===== src/rtl/gpio_pkg.sv =====
// Shared constants and types for the GPIO bus responder.
// Register offsets are word indices into addr[4:2].
package gpio_pkg;

   localparam logic [31:0] gpio_base_addr = 32'h4000_0000;

   localparam logic [2:0] gpio_data_out = 3'd0;
   localparam logic [2:0] gpio_dir      = 3'd1;
   localparam logic [2:0] gpio_data_in  = 3'd2;
   localparam logic [2:0] gpio_irq_en   = 3'd3;
   localparam logic [2:0] gpio_irq_pend = 3'd4;
   localparam logic [2:0] gpio_edge_sel = 3'd5;

   typedef enum logic {
      IDLE = 1'b0,
      RESP = 1'b1
   } gpio_state_t;

   // Expand 4 byte strobes into a 32-bit bit mask.
   function automatic logic [31:0] strb_mask(input logic [3:0] strb);
      strb_mask = {{8{strb[3]}}, {8{strb[2]}}, {8{strb[1]}}, {8{strb[0]}}};
   endfunction

endpackage


===== src/rtl/gpio_sync.sv =====
// Two-flop input synchroniser, previous-value register and edge detector.
// Edges are masked until a short post-reset arming count completes.
module gpio_sync #(
   parameter int WIDTH = 32
) (
   input  logic             clk,
   input  logic             rst,
   input  logic [WIDTH-1:0] pin,
   input  logic [WIDTH-1:0] edge_sel,
   output logic [WIDTH-1:0] sync,
   output logic [WIDTH-1:0] edges
);

   logic [WIDTH-1:0] sync1;
   logic [WIDTH-1:0] sync2;
   logic [WIDTH-1:0] prev;
   logic [1:0]       arm_cnt;
   logic             armed;

   always_ff @(posedge clk) begin
      if (rst) begin
         sync1   <= '0;
         sync2   <= '0;
         prev    <= '0;
         arm_cnt <= 2'd0;
      end else begin
         sync1 <= pin;
         sync2 <= sync1;
         prev  <= sync2;
         if (arm_cnt != 2'd3) arm_cnt <= arm_cnt + 2'd1;
      end
   end

   // Pins high at reset ripple through sync2/prev while still unarmed.
   assign armed = (arm_cnt == 2'd3);
   assign sync  = sync2;
   assign edges = armed ? ((sync2 & ~prev & ~edge_sel) | (~sync2 & prev & edge_sel))
                        : '0;

endmodule


===== src/rtl/gpio.sv =====
// Memory-mapped GPIO responder: output/direction registers, synchronised
// inputs and an edge-triggered level interrupt, answering one-cycle valid/ready.
module gpio
   import gpio_pkg::*;
#(
   parameter int WIDTH = 32
) (
   input  logic             clk,
   input  logic             rst,
   input  logic             gpio_valid,
   input  logic             gpio_instr,
   input  logic [31:0]      gpio_addr,
   input  logic [31:0]      gpio_wdata,
   input  logic [3:0]       gpio_wstrb,
   output logic [31:0]      gpio_rdata,
   output logic             gpio_ready,
   input  logic [WIDTH-1:0] gpio_in,
   output logic [WIDTH-1:0] gpio_out,
   output logic [WIDTH-1:0] gpio_oe,
   output logic             gpio_irpt
);

   // Handshake: a request is taken on any edge where state is IDLE and
   // gpio_valid=1; gpio_ready is then high for exactly the following cycle
   // with gpio_rdata, and gpio_valid is ignored during that RESP cycle.

   gpio_state_t state;
   gpio_state_t state_nxt;

   logic [WIDTH-1:0] data_out;
   logic [WIDTH-1:0] dir;
   logic [WIDTH-1:0] irq_en;
   logic [WIDTH-1:0] irq_pend;
   logic [WIDTH-1:0] edge_sel;
   logic [WIDTH-1:0] sync_val;
   logic [WIDTH-1:0] edges;
   logic [31:0]      rdata_q;
   logic [31:0]      rd_val;
   logic [31:0]      bmask;
   logic [WIDTH-1:0] wmask;
   logic [WIDTH-1:0] wbits;
   logic [WIDTH-1:0] w1c_mask;
   logic [2:0]       reg_sel;
   logic             accept;
   logic             is_wr;
   logic             unused_bits;

   // Fetches are plain reads; only addr[4:2] selects a register.
   assign unused_bits = ^{gpio_instr, gpio_addr, gpio_wdata};

   assign reg_sel  = gpio_addr[4:2];
   assign accept   = (state == IDLE) && gpio_valid;
   assign is_wr    = |gpio_wstrb;
   assign bmask    = strb_mask(gpio_wstrb);
   assign wmask    = bmask[WIDTH-1:0];
   assign wbits    = gpio_wdata[WIDTH-1:0];
   assign w1c_mask = (accept && is_wr && reg_sel == gpio_irq_pend) ? (wbits & wmask) : '0;

   function automatic logic [WIDTH-1:0] merge(input logic [WIDTH-1:0] old_v,
                                              input logic [WIDTH-1:0] new_v,
                                              input logic [WIDTH-1:0] m);
      merge = (old_v & ~m) | (new_v & m);
   endfunction

   gpio_sync #(.WIDTH(WIDTH)) u_sync (
      .clk      (clk),
      .rst      (rst),
      .pin      (gpio_in),
      .edge_sel (edge_sel),
      .sync     (sync_val),
      .edges    (edges)
   );

   always_ff @(posedge clk) begin
      if (rst) state <= IDLE;
      else     state <= state_nxt;
   end

   always_comb begin
      state_nxt = state;
      case (state)
         IDLE:    if (gpio_valid) state_nxt = RESP;
         RESP:    state_nxt = IDLE;
         default: state_nxt = IDLE;
      endcase
   end

   always_comb begin
      gpio_ready = (state == RESP);
      gpio_rdata = gpio_ready ? rdata_q : 32'd0;
   end

   always_comb begin
      rd_val = 32'd0;
      case (reg_sel)
         gpio_data_out: rd_val[WIDTH-1:0] = data_out;
         gpio_dir:      rd_val[WIDTH-1:0] = dir;
         gpio_data_in:  rd_val[WIDTH-1:0] = sync_val;
         gpio_irq_en:   rd_val[WIDTH-1:0] = irq_en;
         gpio_irq_pend: rd_val[WIDTH-1:0] = irq_pend;
         gpio_edge_sel: rd_val[WIDTH-1:0] = edge_sel;
         default:       rd_val = 32'd0;
      endcase
   end

   always_ff @(posedge clk) begin
      if (rst) begin
         data_out  <= '0;
         dir       <= '0;
         irq_en    <= '0;
         irq_pend  <= '0;
         edge_sel  <= '0;
         rdata_q   <= 32'd0;
         gpio_irpt <= 1'b0;
      end else begin
         if (accept) begin
            rdata_q <= is_wr ? 32'd0 : rd_val;
            if (is_wr) begin
               case (reg_sel)
                  gpio_data_out: data_out <= merge(data_out, wbits, wmask);
                  gpio_dir:      dir      <= merge(dir, wbits, wmask);
                  gpio_irq_en:   irq_en   <= merge(irq_en, wbits, wmask);
                  gpio_edge_sel: edge_sel <= merge(edge_sel, wbits, wmask);
                  default:       ;
               endcase
            end
         end
         // A fresh edge in the same cycle as a clear keeps the bit set.
         irq_pend  <= (irq_pend & ~w1c_mask) | edges;
         gpio_irpt <= |(irq_pend & irq_en);
      end
   end

   assign gpio_out = data_out;
   assign gpio_oe  = dir;

endmodule


===== config.mk =====
export PLATFORM = sky130hd
export DESIGN_NAME = gpio
export DESIGN_NICKNAME = d
export VERILOG_FILES = /design/src/rtl/gpio_pkg.sv /design/src/rtl/gpio_sync.sv /design/src/rtl/gpio.sv
export SDC_FILE = /design/constraint.sdc
export NUM_CORES = 1
export LEC_CHECK = 0
export ABC_CLOCK_PERIOD_IN_PS = 1300
export BUFFER_PORTS_ARGS = -buffer_cell sky130_fd_sc_hd__buf_2
export CORE_MARGIN = 2
export CORE_UTILIZATION = 28
export DETAILED_ROUTE_END_ITERATION = 6
export GPL_TIMING_DRIVEN = 0
export PLACE_DENSITY_LB_ADDON = 0.05
export SYNTH_ARGS = -nofsm -noshare
export SYNTH_HDL_FRONTEND = slang
export SYNTH_SLANG_ARGS = --single-unit

===== constraint.sdc =====
create_clock -name clk -period 1.3 [get_ports clk]
set_input_delay 0.195 -clock clk [delete_from_list [all_inputs] [get_ports clk]]
set_output_delay 0.195 -clock clk [all_outputs]
set_load 0.01 [all_outputs]

== After elaboration in Yosys (flattened, before gate mapping) ==
Cells that the tools add are included.

* Register bits: 292
* Input port bits: 104
* Output and inout port bits: 98
* Logic and storage cells: 60

* $add $sub $neg: 1
* Eq/ne operators: 7
* Mux-type cells: 7
* Bitwise operators: 23
* Reductions and logical operators: 10

{| class="wikitable"
|+ Operators by type and width
! kind !! number
|-
| bitwise AND 32 bit || 11
|-
| bitwise OR 32 bit || 6
|-
| one-hot mux 32 bit (6 select lines) || 1
|-
| inverter 32 bit || 5
|-
| 2-to-1 mux 32 bit || 4
|-
| OR reduction 32 bit || 1
|-
| AND reduction 3 bit || 4
|-
| equality test 3 x 2 -> 1 bit (second input constant) || 2
|-
| equality test 3 bit (second input constant) || 2
|-
| OR reduction 4 bit || 1
|-
| equality test 3 x 1 -> 1 bit (second input constant) || 1
|-
| logical AND 1 bit || 3
|-
| logical NOT 3 bit || 1
|-
| adder 2 x 1 -> 2 bit (second input constant) || 1
|-
| equality test 2 bit (second input constant) || 1
|-
| != test 2 bit (second input constant) || 1
|-
| one-hot mux 1 bit (2 select lines) || 1
|-
| 2-to-1 mux 1 bit || 1
|-
| inverter 1 bit || 1
|}

== Longest topological paths before layout ==
* Depth after elaboration: 8
* Depth in mapped cells: 7
* Depth with buffers taken out: 4

== Modules after synthesis ==
From an unflattened synthesis, not the netlist that was laid out.

* Cell total of the unflattened synthesis: 1,272
* Area, all modules: 12,518.3 um^2

{| class="wikitable"
|+ By module, submodules not included
! module !! instances !! cells each !! area an instance (um^2) !! seq. area each (um^2)
|-
| gpio || 1 || 960 || 9,019.9 || 3,883.7
|-
| gpio_sync || 1 || 312 || 3,498.4 || 1,961.9
|}

== Least setup slack after synthesis ==
Ideal clock, no wire load.

* Path kind: register to register
* Start: reg state, in the netlist gpio_ready
* End: reg (tool-made name)
* Library setup time: 128 ps
* Data arrival time: 1,352 ps
* Data required time: 1,172 ps
* Slack: -180 ps
* Stages on the path, launching flop included: 6
* Path buffers: 1
* Clock period less this slack: 1,480 ps
* Cell sequence: dfxtp_1 nor2b_1 buf_4 nand4_2 mux2i_1 nor2_1

{| class="wikitable"
|+ RTL lines
! item !! RTL line !! RTL
|-
| from (decl) || gpio.sv:27 || <nowiki>gpio_state_t state;</nowiki>
|-
| from (signal assigned) || gpio.sv:76 || <nowiki>else state <= state_nxt;</nowiki>
|}

== Worst setup path after layout ==
* Start: reg state, in the netlist gpio_ready
* End: out gpio_rdata[19]

* Longest elaborated chain between the ends: 1

{| class="wikitable"
|+ RTL lines
! item !! RTL line !! RTL
|-
| 2-to-1 mux 32 bit || gpio.sv:90 || <nowiki>gpio_rdata = gpio_ready ? rdata_q : 32'd0;</nowiki>
|-
| to (decl) || gpio.sv:15 || <nowiki>output logic [31:0] gpio_rdata,</nowiki>
|}

No other way between the ends.

==> impl_metrics.env <==
export IMPL_drc=0
export IMPL_clk_latency_ns=0.54
export IMPL_path_max_fanout=5
export IMPL_ys_ff_latch=292
export IMPL_cp_end_kind="primary output"
export IMPL_layout_drive_gt1_share_pct=32.2
export IMPL_portBuffers=167
export IMPL_rsz0062_at_grt="yes"
export IMPL_path_cells="buf_12, buf_8, and2_4, buf_6"
export IMPL_synth_seq_area_share_pct=48.4
export IMPL_holdCritStartpoint="gpio_wdata[14]"
export IMPL_grt_pass1_vias=10000
export IMPL_final_area_um2=16800
export IMPL_hpwl_mm=35.6
export IMPL_start_util_pct=28.2
export IMPL_slew_headroom_pct=42.7
export IMPL_overflow=0
export IMPL_r2r_start="gpio_ready"
export IMPL_crit_type="reg2out"
export IMPL_place_congestion=0.829
export IMPL_fill_cells=4325
export IMPL_place_area_um2=13700
export IMPL_syn_area_per_cell_um2=9.77
export IMPL_mostFrequentLayoutCell="dfxtp_1"
export IMPL_worstPathArrival_ns=1.50
export IMPL_syn_area_um2=12100
export IMPL_clock_skew_ns=0.0107
export IMPL_max_slew_worst_pin_slew_ns=0.860
export IMPL_p_per_area_nw_per_um2=1270
export IMPL_reg2reg_setup_slack_ns=-0.36
export IMPL_ys_types=49
export IMPL_grt_pass1_wl_mm=71.9
export IMPL_synthCells=1236
export IMPL_violations="negative setup slack"
export IMPL_ir_worst_vdd_mv=0.621
export IMPL_hold_viol=0
export IMPL_setup_ws_ns=-0.395
export IMPL_htreeDepth=2
export IMPL_hold_depth=3
export IMPL_drtPass1Iterations=5
export IMPL_synth_net_count=1341
export IMPL_cts_sinks=292
export IMPL_antenna_found_initial=1
export IMPL_p_leak_nw=7.50
export IMPL_vias=10400
export IMPL_die_h_um=212
export IMPL_cts_root_buf="clkbuf_16"
export IMPL_ys_warnings_count=0
export IMPL_synthTopCellsByArea="dfxtp_1 48%, mux2i_1 13%, nor2_1 5.5%, nor2b_1 5.2%, nand2_1 3.9%"
export IMPL_crit_family="buffers and inverters"
export IMPL_fin_nets=1636
export IMPL_die_area_um2=44800
export IMPL_drv_cap=0
export IMPL_routedWlPerCell_um=24.5
export IMPL_synth_area_leader_cell="dfxtp_1"
export IMPL_rows=76
export IMPL_grt_max_degree=13
export IMPL_total_power_mw=21.2
export IMPL_drt_iter0_drc=587
export IMPL_status="finished with violations"
export IMPL_area_delta_synth_final_pct=38.9
export IMPL_grtUsageTotal_pct=22.7
export IMPL_startpoint_type="flop"
export IMPL_die_width_um=212
export IMPL_fin_tns_setup_ns=-66.75
export IMPL_slew_violations=0
export IMPL_design_core_area_um2=42800
export IMPL_fin_crit_ns=1.70
export IMPL_setup_viol=227
export IMPL_cts_buffers=36
export IMPL_min_delay_path_class="in2reg"
export IMPL_synth_top_cell_area_share_pct=48.4
export IMPL_vias_per_cell=4.94
export IMPL_drt_wl_total_mm=51.5
export IMPL_timing_final_crit_share_pct=130
export IMPL_cts_tree="yes"
export IMPL_clkTransAtPathRegs_ns=0.06
export IMPL_worstRegToRegCells=7
export IMPL_final_cell_mix="258 x dfxtp_1, 174 x nor2_1, 156 x mux2i_1"
export IMPL_cp_buffers_inverters=3
export IMPL_slowest_stage="dfxtp_4"
export IMPL_critical_path_max_stage_delay_ns=0.38
export IMPL_clk_path_buf_depth=3
export IMPL_required_ns=1.11
export IMPL_cp_depth=4
export IMPL_ios=202
export IMPL_holdWs_ns=0.0322
export IMPL_ant_nets=0
export IMPL_fmax_ghz=0.590
## kinds of logic after synthesis
| logic type | after synthesis | share of synthesized area (%) |
|---|---|---|
| DFF | 292 | 48.4 |
| and+or+nand+nor | 481 | 19.8 |
| muxes | 185 | 16.0 |
| AOI/OAI and AO/OA | 190 | 12.0 |
| xor gates and xnor gates | 1 | 0.0725 |
| adders and majority gates | 1 | 0.104 |
| buffers and inverters | 86 | 3.65 |
## tightest hold or removal path, stage by stage
cell,delay [ns]
buf_2,0.17
mux2i_1,0.09
nor2_1,0.07
## synthesized netlist by cell type (all sizes together)
cell,number
a22oi,45
o21ai,47
dfxtp,292
buf,43
xor2,1
nor4,2
a32oi,1
and2,33
nand3b,4
o22ai,6
a211oi,3
mux2,24
a222oi,3
o2bb2ai,12
nand3,10
nor2,178
a22o,5
nor3b,1
ha,1
mux2i,157
and4,4
a31oi,1
o221ai,6
a32o,35
a221o,3
and3,8
mux4,4
a21o,2
nand2b,3
a221oi,16
nand4,8
nand2,126
nor3,1
nor2b,101
and3b,1
clkbuf,40
and4bb,1
a21oi,5
inv,3
## how the worst max path moves through the flow
stage	slack, ns	from	endpoint
4_1_cts	-0.44	gpio_ready	gpio_rdata[15]
2_1_floorplan	-0.06	gpio_addr[2]	flop
3_3_place_gp	-1.16	rst	flop
6_report	-0.40	gpio_ready	gpio_rdata[19]
3_5_place_dp	-1.19	rst	flop
5_1_grt	-0.43	gpio_ready	flop
## per-stage QoR
stage / worst slack (ns) / std cells / util, %
floorplan: -0.0600 / 1236 / -
CTS: -0.438 / 2097 / 38.3
detailed placement: -1.19 / 1949 / 32.1
global placement: -1.16 / 1949 / 32.1
global route: -0.434 / 2102 / 39.2
finish: -0.395 / 2102 / 39.2
## what timing repair did
item,4_1_cts,5_1_grt
endpoints found under the setup margin,255,246
cloned,4,2
gates resized for setup,170,127
setup buffers,19,5
endpoints found under the hold margin,150,0
hold buffers,63,0
pin swaps,32,81
## power breakdown
part / leakage [nW] / total (mW) / internal (mW) / switching (mW)
logic: 4.54 / 1.91 / 0.780 / 1.13
registers: 2.39 / 9.31 / 9.15 / 0.158
clock network: 0.567 / 10.0 / 6.07 / 3.96
## final cells by class
type / instances / area, µm² / share of cell area [%]
multi-input cells: 858 / 6250 / 37.3
flip-flops and latches: 292 / 5890 / 35.1
repair buffers: 257 / 2080 / 12.4
clock buffers: 56 / 1080 / 6.42
plain buffers: 83 / 701 / 4.18
well taps: 546 / 683 / 4.07
clock inverters: 6 / 82.6 / 0.492
inverters: 3 / 11.3 / 0.0671
diodes: 1 / 2.50 / 0.0149
## per-layer routing
metal	GRT usage [%]	up-vias	wire (µm)
li1	-	4950	-
met1	31.3	5066	24000
met2	35.2	295	23300
met3	5.25	75	3020
met4	6.56	0	1190
met5	0	-	0
No activity file was read; power rests on OpenSTA's default activity.
